## config.mk

```make
export PLATFORM = sky130hd
export DESIGN_NAME = a2d_conv_sched_flat
export DESIGN_NICKNAME = d
export VERILOG_FILES = /design/src/rtl/a2d_conv_sched_if.sv /design/src/rtl/a2d_conv_sched.sv /design/src/flat_wrapper.sv
export SDC_FILE = /design/constraint.sdc
export NUM_CORES = 1
export LEC_CHECK = 0
export ABC_AREA = 1
export BUFFER_PORTS_ARGS = -buffer_cell sky130_fd_sc_hd__clkbuf_2
export CAP_MARGIN = 30
export CORE_UTILIZATION = 55
export DETAILED_ROUTE_END_ITERATION = 6
export PLACE_DENSITY = 0.95
export SYNTH_ARGS = -nofsm -noshare
export SYNTH_HDL_FRONTEND = slang
export SYNTH_SLANG_ARGS = --single-unit
```

## constraint.sdc

```tcl
create_clock -name clk_i -period 2.6 [get_ports clk_i]
set_input_delay 0.26 -clock clk_i [delete_from_list [all_inputs] [get_ports clk_i]]
set_output_delay 0.26 -clock clk_i [all_outputs]
set_load 0.02 [all_outputs]
```

## src/rtl/a2d_conv_sched_if.sv

```systemverilog
// SPI transaction handshake between the conversion scheduler (master) and the SPI engine (slave).
interface a2d_conv_sched_if;
   logic        wrt;
   logic [15:0] cmd;
   logic        done;
   logic [15:0] rd_data;

   modport master (output wrt, output cmd, input done, input rd_data);
   modport slave  (input wrt, input cmd, output done, output rd_data);
endinterface

```

## src/rtl/a2d_conv_sched.sv

```systemverilog
// Round-robin A2D conversion scheduler: one two-transaction SPI conversion per periodic trigger,
// cycling battery, current, brake and torque channels.
module a2d_conv_sched #(
   parameter bit FastSim = 1'b1
) (
   input  logic             clk_i,
   input  logic             rst_ni,
   a2d_conv_sched_if.master spi,
   output logic [11:0]      batt_o,
   output logic [11:0]      curr_o,
   output logic [11:0]      brake_o,
   output logic [11:0]      torque_o,
   output logic             conv_cmplt_o
);

   typedef enum logic [1:0] {StIdle, StWait1, StPause, StWait2} state_e;

   state_e      state_q, state_d;
   logic [13:0] cnt_q;
   logic [1:0]  rr_idx_q, rr_idx_d;
   logic        wrt_q, wrt_d;
   logic [15:0] cmd_q, cmd_d;
   logic [11:0] batt_q, batt_d;
   logic [11:0] curr_q, curr_d;
   logic [11:0] brake_q, brake_d;
   logic [11:0] torque_q, torque_d;
   logic        cmplt_q, cmplt_d;
   logic        trig;
   logic [2:0]  chnl;
   logic        unused_rd_hi;

   assign trig = FastSim ? (&cnt_q[9:0]) : (&cnt_q);

   // Converter channel numbers are not contiguous: ch2 is skipped.
   always_comb begin
      chnl = 3'd0;
      unique case (rr_idx_q)
         2'd0: chnl = 3'd0;
         2'd1: chnl = 3'd1;
         2'd2: chnl = 3'd3;
         2'd3: chnl = 3'd4;
         default: chnl = 3'd0;
      endcase
   end

   always_ff @(posedge clk_i) begin
      if (!rst_ni) begin
         state_q  <= StIdle;
         cnt_q    <= '0;
         rr_idx_q <= '0;
         wrt_q    <= 1'b0;
         cmd_q    <= '0;
         batt_q   <= '0;
         curr_q   <= '0;
         brake_q  <= '0;
         torque_q <= '0;
         cmplt_q  <= 1'b0;
      end else begin
         state_q  <= state_d;
         cnt_q    <= cnt_q + 14'd1;
         rr_idx_q <= rr_idx_d;
         wrt_q    <= wrt_d;
         cmd_q    <= cmd_d;
         batt_q   <= batt_d;
         curr_q   <= curr_d;
         brake_q  <= brake_d;
         torque_q <= torque_d;
         cmplt_q  <= cmplt_d;
      end
   end

   always_comb begin
      state_d = state_q;
      unique case (state_q)
         StIdle:  if (trig) state_d = StWait1;
         StWait1: if (spi.done) state_d = StPause;
         StPause: state_d = StWait2;
         StWait2: if (spi.done) state_d = StIdle;
         default: state_d = StIdle;
      endcase
   end

   always_comb begin
      wrt_d    = 1'b0;
      cmd_d    = cmd_q;
      rr_idx_d = rr_idx_q;
      batt_d   = batt_q;
      curr_d   = curr_q;
      brake_d  = brake_q;
      torque_d = torque_q;
      cmplt_d  = 1'b0;
      unique case (state_q)
         StIdle: begin
            if (trig) begin
               cmd_d = {2'b00, chnl, 11'h000};
               wrt_d = 1'b1;
            end
         end
         StPause: wrt_d = 1'b1;
         StWait2: begin
            if (spi.done) begin
               cmplt_d  = 1'b1;
               rr_idx_d = rr_idx_q + 2'd1;
               unique case (rr_idx_q)
                  2'd0: batt_d   = spi.rd_data[11:0];
                  2'd1: curr_d   = spi.rd_data[11:0];
                  2'd2: brake_d  = spi.rd_data[11:0];
                  2'd3: torque_d = spi.rd_data[11:0];
                  default: ;
               endcase
            end
         end
         default: ;
      endcase
   end

   assign spi.wrt      = wrt_q;
   assign spi.cmd      = cmd_q;
   assign batt_o       = batt_q;
   assign curr_o       = curr_q;
   assign brake_o      = brake_q;
   assign torque_o     = torque_q;
   assign conv_cmplt_o = cmplt_q;
   assign unused_rd_hi = ^spi.rd_data[15:12];

endmodule

```

## src/flat_wrapper.sv

```systemverilog
// flat-port wrapper written by rule: the top's interface ports become plain ports
module a2d_conv_sched_flat 
#(
   parameter bit FastSim = 1'b1
)
  (clk_i, rst_ni, batt_o, curr_o, brake_o, torque_o, conv_cmplt_o, spi_wrt, spi_cmd, spi_done, spi_rd_data);
  a2d_conv_sched_if spi_i ();
  input  logic clk_i;
  input  logic rst_ni;
  output logic [11:0] batt_o;
  output logic [11:0] curr_o;
  output logic [11:0] brake_o;
  output logic [11:0] torque_o;
  output logic conv_cmplt_o;
  output wire logic [$bits(spi_i.wrt)-1:0] spi_wrt;
  output wire logic [$bits(spi_i.cmd)-1:0] spi_cmd;
  input wire logic [$bits(spi_i.done)-1:0] spi_done;
  input wire logic [$bits(spi_i.rd_data)-1:0] spi_rd_data;
  assign spi_wrt = spi_i.wrt;
  assign spi_cmd = spi_i.cmd;
  assign spi_i.done = spi_done;
  assign spi_i.rd_data = spi_rd_data;
  a2d_conv_sched #(.FastSim(FastSim)) u_core (.clk_i(clk_i), .rst_ni(rst_ni), .spi(spi_i), .batt_o(batt_o), .curr_o(curr_o), .brake_o(brake_o), .torque_o(torque_o), .conv_cmplt_o(conv_cmplt_o));
endmodule
```

==> summary.md <==
| Metric | Value |
|---|---|
| Status | finished, final reports clean |
| Root Driver | clkbuf_8 |
| CP bufs+invs | 1 |
| Fraction of layout cells with a size suffix above 1 | 0.236 |
| TritonRoute pass-1 iters | 5 |
| Final cycle utilization of the critical path | 0.724 |
| Diode count | 0 |
| Initial core utilization | 0.581 |
| Register area share after synthesis | 0.482 |
| Mapped Area | 0.00278 mm^2 |
| GRT Total Usage | 0.269 |
| Adder-cell share of the synthesized area | 0.0495 |
| Yosys top cell by area | dfxtp_1 |
| Post-DP Area | 0.00306 mm^2 |
| Post-route cell area | 0.00334 mm^2 |
| Post-cts resize count | 0 |
| Final net count | 436 |
| Fmax | 0.531 GHz |
| Worst path arrival time | 2.11 ns |
| Slowest cell on crit path | dfxtp_1 |
| Crit path max fanout | 52 |
| Setup Skew | 0.00947 ns |
| Crit Path Category | flop to flop |
| Final min period | 1.88 ns |
| Clock Pin Slew Worst Setup and Hold Paths | 0.08 ns |
| Post-synth EDFFs | 0 |
| Die X | 73.1 um |
| Global-route wire length before repair | 10,700 um |
| Setup Viol. Count Final | 0 |
| Core area | 0.00479 mm^2 |
| Crit-path leading delay family | simple AND/OR/NAND/NOR gates |
| Largest family of logic cells by synthesized area | simple AND/OR/NAND/NOR gates |
| Worst Hold Class | primary input to flop |
| Vias | 2,613 |
| Clock H-tree levels | 3 |
| Critical-path cell list | ha_1 -> nand2_2 -> inv_4 -> nand2_1 -> nand2_1 -> a21oi_1 |
| DP Wirelength | 4660 um |
| 1st-iter DRT viols | 281 |
| Ys async rst share | 0 |
| Maximum vdd drop | 0.000461 V |
| RD Place Congestion | 0.824 |
| Top-area cell type share of the netlist area | 0.482 |
| Fillcell total | 387 |
| Power, Total | 2.28 mW |
| Setup WS pre-CTS | 0.812 ns |
| YS warnings | 0 |
| CTS Hold Bufs | 0 |
| Clock sink total | 67 |
| Vias in the first global route | 2,266 |
| Simple-Gate Fraction of Synth Area | 0.247 |
| Final setup margin | 0.717 ns |
| Postcts setup bufs | 0 |
| Mux share of post-synthesis cell area | 0 |
| Max Cap Violations | 0 |
| Initial antenna violation count | 0 |
| Pin count of the biggest net entering global routing | 53 |
| Mapped Cells | 346 |
| RSZ-0062 raised after global routing | no |
| Worst EP required | 2.83 ns |
| Final ANT Viol Nets | 0 |
| Chip Height | 73.1 um |
| CP Launch Type | flop |
| Compound-cell area share of the yosys netlist | 0.123 |
| Syn Area/Cell | 8.04 um^2 |
| Clk buf depth | 2 |
| XOR/XNOR share of the synthesized area | 0.00315 |
| Fin Setup TNS | 0 ns |
| WL/cell | 14.5 um |
| Total CTS buffers | 9 |
| Gr ovfl total | 0 |
| Synth cell types | 23 |
| Pleak | 1.34 nW |
| CP max stage delay | 0.40 ns |
| WL final | 6920 um |
| Area Growth Syn to Fin | 19.9% |
| Vias/cell | 5.47 |
| PortBufs | 67 |
| Final hold vios | 0 |
| CTS tree | done |
| Final Slew Violations | 0 |
| Site row count | 25 |
| Seq cells post-synth | 67 |
| I/O pin count | 85 |
| # DRC | 0 |
| Worst-Skew Late Latency | 0.35 ns |
| Die Area | 0.00535 mm^2 |
| P per Cell Area | 682 mW/mm^2 |
| Top_reg_cell synth | dfxtp_1 |
| Most common cell type on the critical path | nand2_1 |
| CP Capture Type | flop |
| Largest cells by area after synthesis | dfxtp_1, a21oi_1, nand3_1 |
==> worst register-to-register path, cell delays in order, from the launching register on <==
cell and delay [ns]:
dfxtp_1 0.40, ha_1 0.21, nand2_2 0.12, inv_4 0.36
nand2_1 0.42, nand2_1 0.17, a21oi_1 0.08
==> final timing paths <==
kind / startpoint / end / slack (ns) / depth (start not counted)
hold / removal: spi_done / u_core.conv_cmplt_o / 0.24 / 3
setup reg to reg: u_core.state_q[0] / u_core.batt_o[10] / 0.72 / 6
setup / recovery: u_core.state_q[0] / u_core.batt_o[10] / 0.72 / 6
hold reg to reg: u_core.brake_o[1] / u_core.brake_o[1] / 0.46 / 2
==> registers in the layout, summed over array words and instances, names as in the netlist <==
name	cells
u_core.conv_cmplt_o	1
u_core.spi.cmd	3
u_core.state_q	2
u_core.brake_o	12
u_core.cnt_q	10
u_core.rr_idx_q	2
u_core.torque_o	12
u_core.curr_o	12
u_core.batt_o	12
u_core.spi.wrt	1
==> placed cells by master, fill, tap and decap left out, drive strengths merged <==
| cell type | instances |
|---|---|
| buf | 3 |
| clkbuf | 76 |
| o21bai | 1 |
| o21ai | 6 |
| ha | 11 |
| inv | 15 |
| nand3 | 55 |
| nor3 | 2 |
| conb | 13 |
| clkinv | 2 |
| bufinv | 4 |
| nor2 | 18 |
| a21oi | 61 |
| nand4 | 4 |
| dfxtp | 67 |
| xor2 | 1 |
| nand2 | 72 |
==> cells by family after synthesis <==
| family | count (synthesis) |
|---|---|
| AND/OR/NAND/NOR | 151 |
| AO/OA/AOI/OAI | 68 |
| flip-flops | 67 |
| buffers and inverters | 47 |
| adder cells (fa/ha/maj) | 11 |
| XOR/XNOR | 1 |
| other | 1 |
==> per-stage QoR <==
stage | util | instances | hold slack [ns]
after floorplan | - | 358 | 0.424
after global placement | 0.640 | 462 | 0.448
after detailed placement | 0.640 | 462 | 0.451
after CTS | 0.697 | 478 | 0.228
after global routing | 0.697 | 478 | 0.243
final | 0.697 | 478 | 0.243
==> cell usage after synthesis, types with 2 or more instances <==
master / number
o21ai_0: 6
nor3_1: 2
nand4_1: 4
nor2_2: 2
buf_2: 8
nor2_1: 14
clkbuf_1: 7
inv_1: 13
a21oi_1: 61
ha_1: 11
buf_4: 13
buf_1: 2
nand2_1: 68
dfxtp_1: 67
nor2_4: 2
nand2_2: 4
buf_6: 3
nand3_2: 2
nand3_1: 53
==> power breakdown <==
| group | switching (mW) | internal, mW |
|---|---|---|
| Sequential | 0.00550 | 1.03 |
| Combinational | 0.0559 | 0.0147 |
| Clock | 0.426 | 0.744 |
==> area by class of cell <==
class / count / area (um^2) / share of cell area
Sequential cell: 67 / 1340 / 0.402
Multi-Input combinational cell: 244 / 1230 / 0.367
Timing Repair Buffer: 70 / 358 / 0.107
Clock inverter: 7 / 149 / 0.0446
Clock buffer: 9 / 124 / 0.0371
Tap cell: 67 / 83.8 / 0.0251
Inverter: 14 / 55.1 / 0.0165
==> metal layers <==
layer,wire length (um),GRT usage,vias up
li1,-,-,1251
met1,2950,0.330,1228
met2,3330,0.439,117
met3,506,0.0815,17
met4,129,0.111,0
met5,0,0,-
Power figures use the tool's default switching activity.
